File: src/rtl/ook_tone_transmitter.sv
// On-off-keyed tone framer: preamble, start, 8 data bits LSB first, stop, gap; one sample per tick, 1-cycle latency.
// Accepts a byte only in IDLE (axiio high); offers while busy are not buffered.
module ook_tone_transmitter #(
    parameter int SAMPLE_DATA_WIDTH  = 8,
    parameter int SAMPLES_PER_SYMBOL = 64,
    parameter int HALF_PERIOD        = 4,
    parameter int AMPLITUDE          = 100,
    parameter int PREAMBLE_SYMBOLS   = 8,
    parameter int GAP_SYMBOLS        = 2
) (
    input  logic                                clk,
    input  logic                                rst_n,
    input  logic                                sample_tick,
    input  logic                                axiiv,
    input  logic [7:0]                          axiid,
    output logic                                axiio,
    output logic                                axiov,
    output logic signed [SAMPLE_DATA_WIDTH-1:0] axiod,
    output logic                                busy
);

    localparam int SYM_MAX = (PREAMBLE_SYMBOLS > GAP_SYMBOLS)
                           ? ((PREAMBLE_SYMBOLS > 8) ? PREAMBLE_SYMBOLS : 8)
                           : ((GAP_SYMBOLS > 8) ? GAP_SYMBOLS : 8);
    localparam int SYM_W  = $clog2(SYM_MAX);
    localparam int TICK_W = $clog2(SAMPLES_PER_SYMBOL);
    localparam int HALF_W = $clog2(HALF_PERIOD + 1);

    localparam logic [SAMPLE_DATA_WIDTH-1:0] AMP_POS = SAMPLE_DATA_WIDTH'(AMPLITUDE);
    localparam logic [SAMPLE_DATA_WIDTH-1:0] AMP_NEG = SAMPLE_DATA_WIDTH'(-AMPLITUDE);

    typedef enum logic [2:0] {
        S_IDLE,
        S_PREAMBLE,
        S_START,
        S_DATA,
        S_STOP,
        S_GAP
    } state_t;

    state_t                         r_state, w_state_nxt;
    logic [7:0]                     r_byte, w_byte_nxt;
    logic [TICK_W-1:0]              r_tick_cnt, w_tick_nxt;
    logic [HALF_W-1:0]              r_half_cnt, w_half_nxt;
    logic                           r_phase, w_phase_nxt;
    logic [SYM_W-1:0]               r_sym_cnt, w_sym_nxt;
    logic                           r_axiov;
    logic [SAMPLE_DATA_WIDTH-1:0]   r_axiod;

    logic                           w_tone;
    logic                           w_last_sym;
    logic                           w_sym_end;
    logic [SAMPLE_DATA_WIDTH-1:0]   w_sample;

    assign axiio     = (r_state == S_IDLE);
    assign busy      = (r_state != S_IDLE);
    assign axiov     = r_axiov;
    assign axiod     = r_axiod;
    assign w_sym_end = (r_tick_cnt == TICK_W'(SAMPLES_PER_SYMBOL - 1));
    assign w_sample  = w_tone ? (r_phase ? AMP_NEG : AMP_POS) : '0;

    always_comb begin
        w_tone     = 1'b0;
        w_last_sym = 1'b1;
        case (r_state)
            S_PREAMBLE: begin
                w_tone     = 1'b1;
                w_last_sym = (r_sym_cnt == SYM_W'(PREAMBLE_SYMBOLS - 1));
            end
            S_DATA: begin
                w_tone     = r_byte[r_sym_cnt[2:0]];
                w_last_sym = (r_sym_cnt == SYM_W'(7));
            end
            S_STOP:  w_tone = 1'b1;
            S_GAP:   w_last_sym = (r_sym_cnt == SYM_W'(GAP_SYMBOLS - 1));
            default: w_last_sym = 1'b1;
        endcase
    end

    always_comb begin
        w_state_nxt = r_state;
        w_byte_nxt  = r_byte;
        w_tick_nxt  = r_tick_cnt;
        w_half_nxt  = r_half_cnt;
        w_phase_nxt = r_phase;
        w_sym_nxt   = r_sym_cnt;
        if (r_state == S_IDLE) begin
            if (axiiv) begin
                w_byte_nxt  = axiid;
                w_state_nxt = S_PREAMBLE;
                w_tick_nxt  = '0;
                w_half_nxt  = '0;
                w_phase_nxt = 1'b0;
                w_sym_nxt   = '0;
            end
        end else if (sample_tick) begin
            if (w_sym_end) begin
                // Every symbol boundary restarts the tone at the positive half-cycle.
                w_tick_nxt  = '0;
                w_half_nxt  = '0;
                w_phase_nxt = 1'b0;
                if (w_last_sym) begin
                    w_sym_nxt = '0;
                    case (r_state)
                        S_PREAMBLE: w_state_nxt = S_START;
                        S_START:    w_state_nxt = S_DATA;
                        S_DATA:     w_state_nxt = S_STOP;
                        S_STOP:     w_state_nxt = S_GAP;
                        default:    w_state_nxt = S_IDLE;
                    endcase
                end else begin
                    w_sym_nxt = r_sym_cnt + SYM_W'(1);
                end
            end else begin
                w_tick_nxt = r_tick_cnt + TICK_W'(1);
                if (r_half_cnt == HALF_W'(HALF_PERIOD - 1)) begin
                    w_half_nxt  = '0;
                    w_phase_nxt = ~r_phase;
                end else begin
                    w_half_nxt = r_half_cnt + HALF_W'(1);
                end
            end
        end
    end

    always_ff @(posedge clk or negedge rst_n) begin
        if (!rst_n) begin
            r_state    <= S_IDLE;
            r_byte     <= '0;
            r_tick_cnt <= '0;
            r_half_cnt <= '0;
            r_phase    <= 1'b0;
            r_sym_cnt  <= '0;
            r_axiov    <= 1'b0;
            r_axiod    <= '0;
        end else begin
            r_state    <= w_state_nxt;
            r_byte     <= w_byte_nxt;
            r_tick_cnt <= w_tick_nxt;
            r_half_cnt <= w_half_nxt;
            r_phase    <= w_phase_nxt;
            r_sym_cnt  <= w_sym_nxt;
            r_axiov    <= sample_tick;
            if (sample_tick) begin
                r_axiod <= w_sample;
            end
        end
    end

endmodule

File: config.mk
export PLATFORM = sky130hd
export DESIGN_NAME = ook_tone_transmitter
export DESIGN_NICKNAME = d
export VERILOG_FILES = /design/src/rtl/ook_tone_transmitter.sv
export SDC_FILE = /design/constraint.sdc
export NUM_CORES = 1
export LEC_CHECK = 0
export BUFFER_PORTS_ARGS = -buffer_cell sky130_fd_sc_hd__buf_2
export CAP_MARGIN = 20
export CORE_ASPECT_RATIO = 1.25
export CORE_UTILIZATION = 55
export DETAILED_ROUTE_END_ITERATION = 6
export HOLD_SLACK_MARGIN = 0.15
export PLACE_DENSITY = 0.88
export SYNTH_ARGS = -nofsm -noshare
export SYNTH_HDL_FRONTEND = slang
export SYNTH_SLANG_ARGS = --single-unit
export TNS_END_PERCENT = 1
File: constraint.sdc
create_clock -name clk -period 2.5 [get_ports clk]
set_clock_uncertainty 0.15 [all_clocks]
set_input_delay 0.5 -clock clk [delete_from_list [all_inputs] [get_ports clk]]
set_output_delay 0.5 -clock clk [all_outputs]
set_load 0.005 [all_outputs]
==> run summary, run 1 <==
initial core utilization -> 0.598
Max stage delay on crit path -> 560 ps
critical-path cell list -> nor3_4 > inv_4 > buf_2
total track usage -> 0.230
Site Rows -> 20
worst hold path depth -> 2
CTS buffer count -> 3
number of flops mapped to enable cells by yosys -> 0
clk_lat worst skew -> 340 ps
fmax -> 0.452 GHz
setup_tns -> 0 ps
Tightest Pin Transition -> 616 ps
clock slew at reported path FFs -> 150 ps
Critical Path Start Type -> flip-flop
number of placed I/O pins -> 23
core box area -> 2500 sq um
slowest CP cell -> dfrtp_1
Hold Fails Final Rpt -> 0
vias in the first global route -> 1,103
Starting DRT DRC Count -> 29
Final period util -> 0.885
CTS Sinks -> 28
drt via density -> 6.05
final wirelength -> 2920 um
first-pass GRT wire length -> 4980 um
Worst IR Drop VDD -> 0.826 mV
#FFs+latches synth -> 28
final setup fails -> 0
# diodes -> 0
DRC Markers -> 0
maximum clock path buffer count -> 2
Internal -> 1.13 mW
routed len/inst -> 16.0 um
Mapped Cells -> 132
IO Port Bufs -> 20
count of final max-slew check failures -> 0
hold_sp -> axiid[1]
Flop pwr share -> 0.455
R2R setup slack -> 470 ps
Synth Cell Area -> 1500 sq um
Max-Slew Margin vs Limit -> 0.589
CP Max Fanout -> 10
status -> complete, no violations
Layout Nets -> 165
pin count of the biggest net entering global routing -> 29
switching portion of total power -> 0.403
RSZ-0062 raised after global routing -> false
Setup Crit Path Kind -> flip-flop to output port
Area Overhead vs Synth -> 8.53%
DIE WIDTH -> 48.7 um
worst reg2reg startpoint -> r_sym_cnt[0]
chip height -> 60.3 um
asr flop ratio synth -> 1.00
combinational share of power -> 0.423
R2R depth -> 4
Most used DFF post-synth -> dfrtp_1
leakage power -> 0.723 nW
Critical Path RT -> 1850 ps
NetSw -> 0.761 mW
grt ovf -> 0
ANT nets after route -> 0
drt first pass iters -> 4
CTS tree -> done
Power Density -> 1160 nW/um^2
Max-Cap Viols -> 0
crit-path leading delay family -> flip-flops
Synth warnings -> 0
fraction of the yosys area taken by sequential cells -> 0.468
min Tclk post-route -> 2210 ps
DR vias -> 1,101
R2R Path End -> axiod[2]
critical path endpoint category -> output port
layout cells sized above 1 -> 0.275
routability cong. -> 0.847
synth unique cells -> 45
Crit path buffers/inverters -> 2
clock share of power -> 0.122
Synth Area per Inst -> 11.3 sq um
CP arrival -> 1560 ps
worst hold endpoint -> r_byte[1]
DIE AREA -> 2930 sq um
Root Buffer -> clkbuf_4
H-tree Lvls -> 1
Final Util -> 0.649
HP Class -> primary input to flip-flop
final HPWL from detailed placement -> 2070 um
antenna violations before repair -> 0
[layout make-up]
cell class / instances / area (sq um)
timing repair buffer: 22 / 118
fill: 204 / 878
clock buffer: 4 / 36.3
sequential: 28 / 701
multi-input combinational: 88 / 699
inverter: 7 / 28.8
tap: 33 / 41.3
[state kept, by name (all words and copies together), names as in the netlist, named ones only]
| name | count |
|---|---|
| r_byte | 8 |
| r_tick_cnt | 6 |
| axiod | 3 |
| r_half_cnt | 3 |
| r_sym_cnt | 3 |
| r_state | 2 |
| axiov | 1 |
| r_phase | 1 |
[metal layers]
layer | global-route usage | routed length, um | vias to the layer above
li1 | - | - | 510
met1 | 0.256 | 1210 | 550
met2 | 0.438 | 1540 | 37
met3 | 0.0356 | 128 | 4
met4 | 0.101 | 40 | 0
met5 | 0 | 0 | -
[power by group through the flow]
stage | sequential (mW) | clock, mW | combinational, mW
3_3_place_gp | 0.847 | 0 | 0.752
6_report | 0.859 | 0.230 | 0.798
3_5_place_dp | 0.866 | 0 | 0.792
4_1_cts | 0.856 | 0.229 | 0.805
2_1_floorplan | 0.748 | 0 | 0.721
5_1_grt | 0.892 | 0.248 | 0.892
[kinds of logic (layout without fill, tap and decap cells)]
family / Yosys count / count (layout) / synth area share
buf+inv: 17 / 33 / 0.0669
compound gates: 40 / 40 / 0.202
other cells: 1 / 2 / 0.00251
xor+xnor: 1 / 1 / 0.00585
mux: 11 / 11 / 0.103
simple gates: 31 / 31 / 0.127
flops: 28 / 28 / 0.468
fa+ha+maj: 3 / 3 / 0.0251
[cells in the final DEF, fill, tap and decap left out, types with 2 or more instances in the layout]
cell | netlist | layout
o21ai_0 | 12 | 12
mux2_2 | 9 | 9
a21o_1 | 2 | 2
o31ai_1 | 2 | 2
ha_1 | 3 | 3
nor2b_1 | 3 | 3
nand2b_1 | 2 | 2
nand3_1 | 2 | 2
a211oi_1 | 3 | 3
mux4_1 | 2 | 2
o21ai_1 | 2 | 2
clkbuf_4 | 0 | 3
nor2_1 | 4 | 4
conb_1 | 1 | 2
o2bb2ai_1 | 2 | 2
nand2_1 | 10 | 10
dfrtp_1 | 28 | 28
a21oi_1 | 4 | 4
o21a_1 | 2 | 2
inv_1 | 6 | 6
buf_2 | 3 | 20
[stage by stage]
| step | worst slack, ps | cells | cell area (sq um) | hold WS (ps) | power [mW] |
|---|---|---|---|---|---|
| 2_1_floorplan | 688 | 133 | 1500 | 54.4 | 1.47 |
| 3_3_place_gp | 524 | 177 | 1580 | 320 | 1.60 |
| 3_5_place_dp | 515 | 177 | 1580 | 332 | 1.66 |
| 4_1_cts | 296 | 182 | 1620 | 227 | 1.89 |
| 5_1_grt | 184 | 182 | 1620 | 215 | 2.03 |
| 6_report | 286 | 182 | 1620 | 225 | 1.89 |
[cell usage after synthesis (2+ instances only)]
cell,count,area (sq um)
buf_4,6,45.0
a21o_1,2,15.0
ha_1,3,37.5
dfrtp_1,28,701
o21ai_0,12,60.1
nand2_1,10,37.5
nand3_1,2,10.0
a211oi_1,3,22.5
mux2_2,9,101
nand2b_1,2,12.5
nor2b_1,3,18.8
nor2_1,4,15.0
o21ai_1,2,10.0
buf_2,3,15.0
mux4_1,2,52.6
o21a_1,2,15.0
o2bb2ai_1,2,17.5
o31ai_1,2,15.0
inv_1,6,22.5
a21oi_1,4,20.0
[worst reg2reg max path: cells and delay by family, from the launching register on]
family / cells / cell delay (ps)
mux: 2 / 910
flops: 1 / 540
compound gates: 2 / 340
[worst max-delay path by stage]
stage | to | depth (start not counted) | from | slack (ps)
global route | busy | 3 | r_state[1] | 180
CTS | busy | 3 | r_state[1] | 300
finish | busy | 3 | r_state[1] | 290
global placement | axiod[2] | 4 | r_sym_cnt[0] | 520
floorplan | axiod[4] | 4 | r_sym_cnt[0] | 690
detailed placement | axiod[6] | 4 | r_sym_cnt[0] | 510
[timing repair]
item                       4_1_cts  5_1_grt
resized for setup                0        0
buffers inserted                 0        0
hold buffers                     1        0
setup endpoints to repair        0        0
hold endpoints to repair        28        0
(Power assumes the default switching activity.)
==> run 2, diff against run 1 <==
- ABC_AREA: default -> 1
==> run 2 against run 1 <==
  * Core utilization increased by 0.20 points
  * Setup slack better by 290 ps
  * Critical path depth up 1
  * Clock power shrank 2%
  * Wire length increased by 0.68%
  * Final cell count increased by 27%
  * Clock-buffer cell count unchanged
  * Flip-flop and latch count is the same
  * Via count rose by 11%
  * Combinational power up 2%
==> run summary, run 2 <==
combinational share of power -> 0.449 (was 0.423)
CTS tree -> done (unchanged)
CP Max Fanout -> 6 (was 10)
pin count of the biggest net entering global routing -> 29 (unchanged)
drt first pass iters -> 4 (unchanged)
# diodes -> 0 (unchanged)
final setup fails -> 0 (unchanged)
wire length on met2 -> 1520 um (was 1540 um)
NetSw -> 0.798 mW (was 0.761 mW)
Final Util -> 0.651 (was 0.649)
final worst setup slack -> 580 ps (was 286 ps)
Max-Cap Viols -> 0 (unchanged)
Top reg by flops -> r_byte (unchanged)
critical path endpoint category -> output port (unchanged)
Power Density -> 1110 nW/um^2 (was 1160 nW/um^2)
final wirelength -> 2940 um (was 2920 um)
Critical Path Start Type -> flip-flop (unchanged)
number of placed I/O pins -> 23 (unchanged)
min Tclk post-route -> 1920 ps (was 2210 ps)
routed wire length on met3 -> 113 um (was 128 um)
clock share of power -> 0.125 (was 0.122)
Post-Place Cell Area -> 1580 sq um (about the same)
CP arrival -> 1270 ps (was 1560 ps)
most numerous cell in the Yosys netlist -> nand2_1 (was dfrtp_1)
commonest non-fill, non-tap cell in the layout -> nand2_1 (was dfrtp_1)
drt via density -> 5.27 (was 6.05)
Final period util -> 0.768 (was 0.885)
DIE WIDTH -> 48.8 um (was 48.7 um)
IO Port Bufs -> 20 (unchanged)
Synth Cell Area -> 1510 sq um (was 1500 sq um)
worst reg2reg startpoint -> r_tick_cnt[0] (was r_sym_cnt[0])
RSZ-0062 raised after global routing -> false (unchanged)
commonest cells after routing, fill and taps aside -> 43 x nand2_1, 28 x dfrtp_1, 20 x buf_2 (was 28 x dfrtp_1, 20 x buf_2, 12 x o21ai_0)
antenna violations before repair -> 0 (unchanged)
Place WS -> 654 ps (was 515 ps)
wl on met1 -> 1230 um (was 1210 um)
count of final max-slew check failures -> 0 (unchanged)
leakage power -> 0.831 nW (was 0.723 nW)
vias in the first global route -> 1,292 (was 1,103)
Synth Area per Inst -> 8.28 sq um (was 11.3 sq um)
setup_tns -> 0 ps (unchanged)
layout cells sized above 1 -> 0.191 (was 0.275)
clock slew at reported path FFs -> 140 ps (was 150 ps)
clk_lat worst skew -> 340 ps (about the same)
Internal -> 1.01 mW (was 1.13 mW)
Root Buffer -> clkbuf_4 (unchanged)
H-tree Lvls -> 1 (unchanged)
total track usage -> 0.221 (was 0.230)
fmax -> 0.521 GHz (was 0.452 GHz)
area share of the largest cell type after synthesis -> 0.465 (was 0.468)
Post CTS Setup Buffer Count -> 0 (unchanged)
Max Used Layer -> met4 (unchanged)
asr flop ratio synth -> 1.00 (unchanged)
Site Rows -> 20 (unchanged)
#FFs+latches synth -> 28 (unchanged)
post-CTS sizing -> 0 (unchanged)
Commonest cells post-synth -> 43 x nand2_1, 28 x dfrtp_1, 18 x inv_1, 18 x nand3_1, 16 x a21oi_1 (was 28 x dfrtp_1, 12 x o21ai_0, 10 x nand2_1, 9 x mux2_2)
Hold Fails Final Rpt -> 0 (unchanged)
core box area -> 2500 sq um (unchanged)
Tightest Pin Transition -> 612 ps (was 616 ps)
DR vias -> 1,222 (was 1,101)
HP Class -> primary input to flip-flop (unchanged)
Starting DRT DRC Count -> 42 (was 29)
largest cells by area after synthesis -> dfrtp_1 46%, nand2_1 11%, nand3_1 6.0% (was dfrtp_1 47%, mux2_2 6.8%, o21ai_0 4.0%)
Cells after DPL -> 227 (was 177)
slowest CP cell -> dfrtp_1 (unchanged)
chip height -> 60.5 um (was 60.3 um)
R2R Path End -> r_state[1] (was axiod[2])
CTS Sinks -> 28 (unchanged)
largest registers -> r_byte x8, r_tick_cnt x6 (unchanged)
DRC Markers -> 0 (unchanged)
status -> complete, no violations (unchanged)
DIE AREA -> 2960 sq um (was 2930 sq um)
worst hold endpoint -> axiov (was r_byte[1])
fin cells -> 232 (was 182)
dominant cell type by area after synthesis -> dfrtp_1 (unchanged)
hold_sp -> sample_tick (was axiid[1])
crit-path leading delay family -> flip-flops (unchanged)
Most used DFF post-synth -> dfrtp_1 (unchanged)
worst hold path depth -> 1 (was 2)
ANT nets after route -> 0 (unchanged)
CTS buffer count -> 3 (unchanged)
Synth warnings -> 0 (unchanged)
grt ovf -> 0 (unchanged)
number of flops mapped to enable cells by yosys -> 0 (unchanged)
Layout Nets -> 215 (was 165)
Worst IR Drop VDD -> 0.615 mV (was 0.826 mV)
maximum clock path buffer count -> 2 (unchanged)
switching portion of total power -> 0.441 (was 0.403)
routed len/inst -> 12.7 um (was 16.0 um)
first-pass GRT wire length -> 5020 um (was 4980 um)
Critical Path RT -> 1850 ps (about the same)
Flop pwr share -> 0.426 (was 0.455)
critical-path cell list -> nor2_4 > nand2_4 > inv_6 > buf_2 (was nor3_4 > inv_4 > buf_2)
Setup Crit Path Kind -> flip-flop to output port (unchanged)
Mapped Cells -> 182 (was 132)
final HPWL from detailed placement -> 2200 um (was 2070 um)
Max-Slew Margin vs Limit -> 0.592 (was 0.589)
initial core utilization -> 0.602 (was 0.598)
final instance area -> 1630 sq um (was 1620 sq um)
Max stage delay on crit path -> 480 ps (was 560 ps)
max FFs per register -> 8 (unchanged)
synth unique cells -> 30 (was 45)
R2R setup slack -> 620 ps (was 470 ps)
Crit path buffers/inverters -> 2 (unchanged)
fraction of the yosys area taken by sequential cells -> 0.465 (was 0.468)
Area Overhead vs Synth -> 8.05% (was 8.53%)
routability cong. -> 0.849 (was 0.847)
R2R depth -> 8 (was 4)
## run 2: cell types whose count changed after synthesis, moves of 3 or more
cell / delta
nand2_1: +33
nand3_1: +16
a21oi_1: +12
inv_1: +12
nor2_1: +9
mux2_2: -8
o21ai_0: -5
a211oi_1: -3
nand2_4: +3
nor2_4: +3
nor2b_1: -3
## run 2: cells by family (layout without fill, tap and decap cells)
group,Yosys count,count (layout),synth area share
multiplexers,1,1,0.00747
adder cells (fa/ha/maj),3,3,0.0249
other,1,2,0.00249
XOR/XNOR,1,1,0.00581
AND/OR/NAND/NOR,88,88,0.276
AO/OA/AOI/OAI,30,30,0.115
flip-flops,28,28,0.465
buffers and inverters,30,46,0.104
## run 2: worst max-delay path by stage
stage               slack, ps          to          start  cells after the start
detailed placement        650  r_state[0]  r_tick_cnt[0]                      8
finish                    580       axiio     r_state[1]                      4
CTS                       580       axiio     r_state[1]                      4
global placement          760  r_state[1]     r_state[1]                      8
global route              420  r_state[0]  r_tick_cnt[0]                      8
floorplan                 870  r_state[0]  r_tick_cnt[0]                      8
## run 2: routing by layer
layer	global-route usage	up-vias
met3	0.0351	8
met2	0.417	35
met4	0.139	0
met5	0	-
met1	0.236	564
li1	-	615
## run 2: timing repair
| action | CTS | global route |
|---|---|---|
| hold endpoints to repair | 28 | 0 |
| endpoints found under the setup margin | 0 | 0 |
| hold buffers | 1 | 0 |
## run 2: final cells by class
class	instances	area, sq um
multi-input combinational	125	654
tap	33	41.3
inverter	21	86.3
sequential	28	701
timing repair buffer	21	110
fill	215	873
clock buffer	4	36.3
## run 2: worst register-to-register path, delay by kind of cell, from the launching register on
| kind | cells | cell delay (ps) |
|---|---|---|
| AOI/OAI and AO/OA | 1 | 340 |
| adders and majority gates | 1 | 200 |
| DFF | 1 | 420 |
| and+or+nand+nor | 6 | 680 |
## run 2: stage by stage
stage,power (mW),hold slack (ps)
final,1.81,224
after global routing,1.96,218
after CTS,1.80,223
after detailed placement,1.58,325
after global placement,1.53,309
after floorplan,1.41,54.4
## run 2: power groups by stage
stage | registers [mW] | logic (mW) | clock network [mW]
floorplan | 0.735 | 0.677 | 0
global placement | 0.758 | 0.770 | 0
detailed placement | 0.777 | 0.806 | 0
CTS | 0.766 | 0.814 | 0.224
global route | 0.791 | 0.928 | 0.241
finish | 0.771 | 0.812 | 0.226
==> run 3, diff against run 2 <==
- clock period: 2.5 -> 1.8 ns (I/O delays scaled with it)
==> run 3 against run 2 <==
  * Global-route usage rose by 2.7 points
  * Non-clock buffer count grew 14
  * Total power rose by 52%
  * Critical path depth stayed put
  * Cell area rose by 10%
  * Clock-buffer cell count fell by 1
  * Largest cell class unchanged
==> run summary, run 3 (synthesis results as in run 2) <==
# diodes -> 0 (unchanged)
Setup Crit Path Kind -> flip-flop to output port (unchanged)
core box area -> 2500 sq um (unchanged)
critical path endpoint category -> output port (unchanged)
RSZ-0062 raised after global routing -> true (was false)
final wirelength -> 3300 um (was 2940 um)
number of placed I/O pins -> 23 (unchanged)
hold_sp -> axiiv (was sample_tick)
crit-path leading delay family -> flip-flops (unchanged)
final HPWL from detailed placement -> 2210 um (was 2200 um)
critical-path cell list -> nor2_4 > nand2_4 > inv_6 > buf_2 (unchanged)
total track usage -> 0.248 (was 0.221)
commonest non-fill, non-tap cell in the layout -> nand2_1 (unchanged)
Worst IR Drop VDD -> 1.14 mV (was 0.615 mV)
status -> complete, no violations (unchanged)
slowest CP cell -> dfrtp_2 (was dfrtp_1)
largest registers -> r_byte x8, r_tick_cnt x6 (unchanged)
final setup fails -> 0 (unchanged)
Site Rows -> 20 (unchanged)
H-tree Lvls -> 1 (unchanged)
min Tclk post-route -> 1770 ps
Critical Path Start Type -> flip-flop (unchanged)
clock slew at reported path FFs -> 150 ps (was 140 ps)
Max stage delay on crit path -> 480 ps (about the same)
setup_tns -> 0 ps (unchanged)
vias in the first global route -> 1,365 (was 1,292)
Hold Fails Final Rpt -> 0 (unchanged)
Crit path buffers/inverters -> 2 (unchanged)
CP arrival -> 1260 ps (was 1270 ps)
Final period util -> 0.981
Place WS -> -23.6 ps (was 654 ps)
pin count of the biggest net entering global routing -> 29 (unchanged)
DIE WIDTH -> 48.8 um (unchanged)
max FFs per register -> 8 (unchanged)
wl on met1 -> 1300 um (was 1230 um)
Hold Slack -> 215 ps (was 224 ps)
drt first pass iters -> 4 (unchanged)
DR vias -> 1,345 (was 1,222)
Area Overhead vs Synth -> 19.1% (was 8.05%)
CTS tree -> done (unchanged)
DIE AREA -> 2960 sq um (unchanged)
grt ovf -> 0 (unchanged)
maximum clock path buffer count -> 2 (unchanged)
routability cong. -> 0.856 (was 0.849)
Starting DRT DRC Count -> 60 (was 42)
wire length on met2 -> 1750 um (was 1520 um)
ANT nets after route -> 0 (unchanged)
Power Density -> 1530 nW/um^2 (was 1110 nW/um^2)
drt via density -> 5.45 (was 5.27)
Tightest Pin Transition -> 599 ps (was 612 ps)
worst hold path depth -> 4 (was 1)
Max Used Layer -> met4 (unchanged)
Root Buffer -> clkbuf_4 (unchanged)
DRC Markers -> 0 (unchanged)
fmax -> 0.566 GHz
routed wire length on met3 -> 146 um (was 113 um)
HP Class -> primary input to flip-flop (unchanged)
chip height -> 60.5 um (unchanged)
final worst setup slack -> 34.4 ps (was 580 ps)
worst reg2reg startpoint -> r_tick_cnt[0] (unchanged)
Final Util -> 0.718 (was 0.651)
leakage power -> 0.900 nW (was 0.831 nW)
clk_lat worst skew -> 340 ps (about the same)
final instance area -> 1800 sq um (was 1630 sq um)
layout cells sized above 1 -> 0.234 (was 0.191)
CTS buffer count -> 3 (unchanged)
Top reg by flops -> r_byte (unchanged)
Max-Slew Margin vs Limit -> 0.601 (was 0.592)
IO Port Bufs -> 20 (unchanged)
Post-Place Cell Area -> 1590 sq um (was 1580 sq um)
antenna violations before repair -> 0 (unchanged)
initial core utilization -> 0.602 (unchanged)
Layout Nets -> 230 (was 215)
first-pass GRT wire length -> 5640 um (was 5020 um)
count of final max-slew check failures -> 0 (unchanged)
routed len/inst -> 13.4 um (was 12.7 um)
R2R depth -> 8 (unchanged)
worst hold endpoint -> r_half_cnt[1] (was axiov)
Critical Path RT -> 1290 ps (was 1850 ps)
CTS Sinks -> 28 (unchanged)
R2R setup slack -> 90 ps (was 620 ps)
commonest cells after routing, fill and taps aside -> 41 x nand2_1, 26 x dfrtp_1, 20 x buf_2 (was 43 x nand2_1, 28 x dfrtp_1, 20 x buf_2)
CP Max Fanout -> 6 (unchanged)
Max-Cap Viols -> 0 (unchanged)
filler instances -> 181 (was 215)
==> run 3: changes by cell type in the layout (fill, tap and decap cells not counted) <==
cell	change
bufinv_16	+1
nand2_1	-2
dfrtp_1	-2
dlygate4sd3_1	+9
clkbuf_8	-1
buf_4	+5
dfrtp_2	+2
a21oi_2	+2
nor2_2	+1
nand2_2	+2
a21oi_1	-1
nor2_1	-1
==> run 3: worst max path at each step <==
stage / slack, ps / cells past startpoint / start / to
2_1_floorplan: 170 / 8 / r_tick_cnt[0] / r_state[0]
3_3_place_gp: 80 / 8 / r_tick_cnt[0] / r_state[0]
3_5_place_dp: -20 / 8 / r_tick_cnt[0] / r_state[0]
4_1_cts: 2 / 8 / r_tick_cnt[0] / r_state[0]
5_1_grt: -40 / 9 / r_tick_cnt[0] / r_sym_cnt[1]
6_report: 30 / 4 / r_state[1] / axiio
==> run 3: where the power goes <==
part	internal, mW	leakage (nW)	switching, mW
clock	0.226	0.0279	0.191
combinational	0.479	0.527	0.782
sequential	0.870	0.345	0.195
==> run 3: metrics by stage <==
step | power [mW] | std cells
after floorplan | 1.96 | 183
after global placement | 2.13 | 228
after detailed placement | 2.21 | 228
after CTS | 2.70 | 247
after global routing | 2.96 | 247
final | 2.74 | 247
==> run 3: worst register-to-register path: cells and delay by family, from the launching register on <==
kind | cells | cell delay, ps
and+or+nand+nor | 6 | 630
DFF | 1 | 390
AOI/OAI and AO/OA | 1 | 260
adders and majority gates | 1 | 200
==> run 3: timing repair <==
action                                 4_1_cts  5_1_grt
cloned                                       1        0
endpoints found under the hold margin       37        0
setup buffers                                4        0
pin swaps                                    1        1
setup endpoints to repair                    6       12
hold buffers                                10        0
resized for setup                            0        6
==> run 3: layer usage <==
metal / track usage / vias to the layer above
met2: 0.480 / 53
met4: 0.109 / 0
met5: 0 / -
met1: 0.281 / 630
met3: 0.0251 / 13
li1: - / 649
==> run 3: area by class of cell <==
type	instances	area, sq um	area share
multi-input combinational	126	674	0.376
sequential	28	703	0.392
tap	33	41.3	0.0230
timing repair buffer	35	238	0.132
inverter	21	86.3	0.0481
clock buffer	3	22.5	0.0125
clock inverter	1	30.0	0.0167
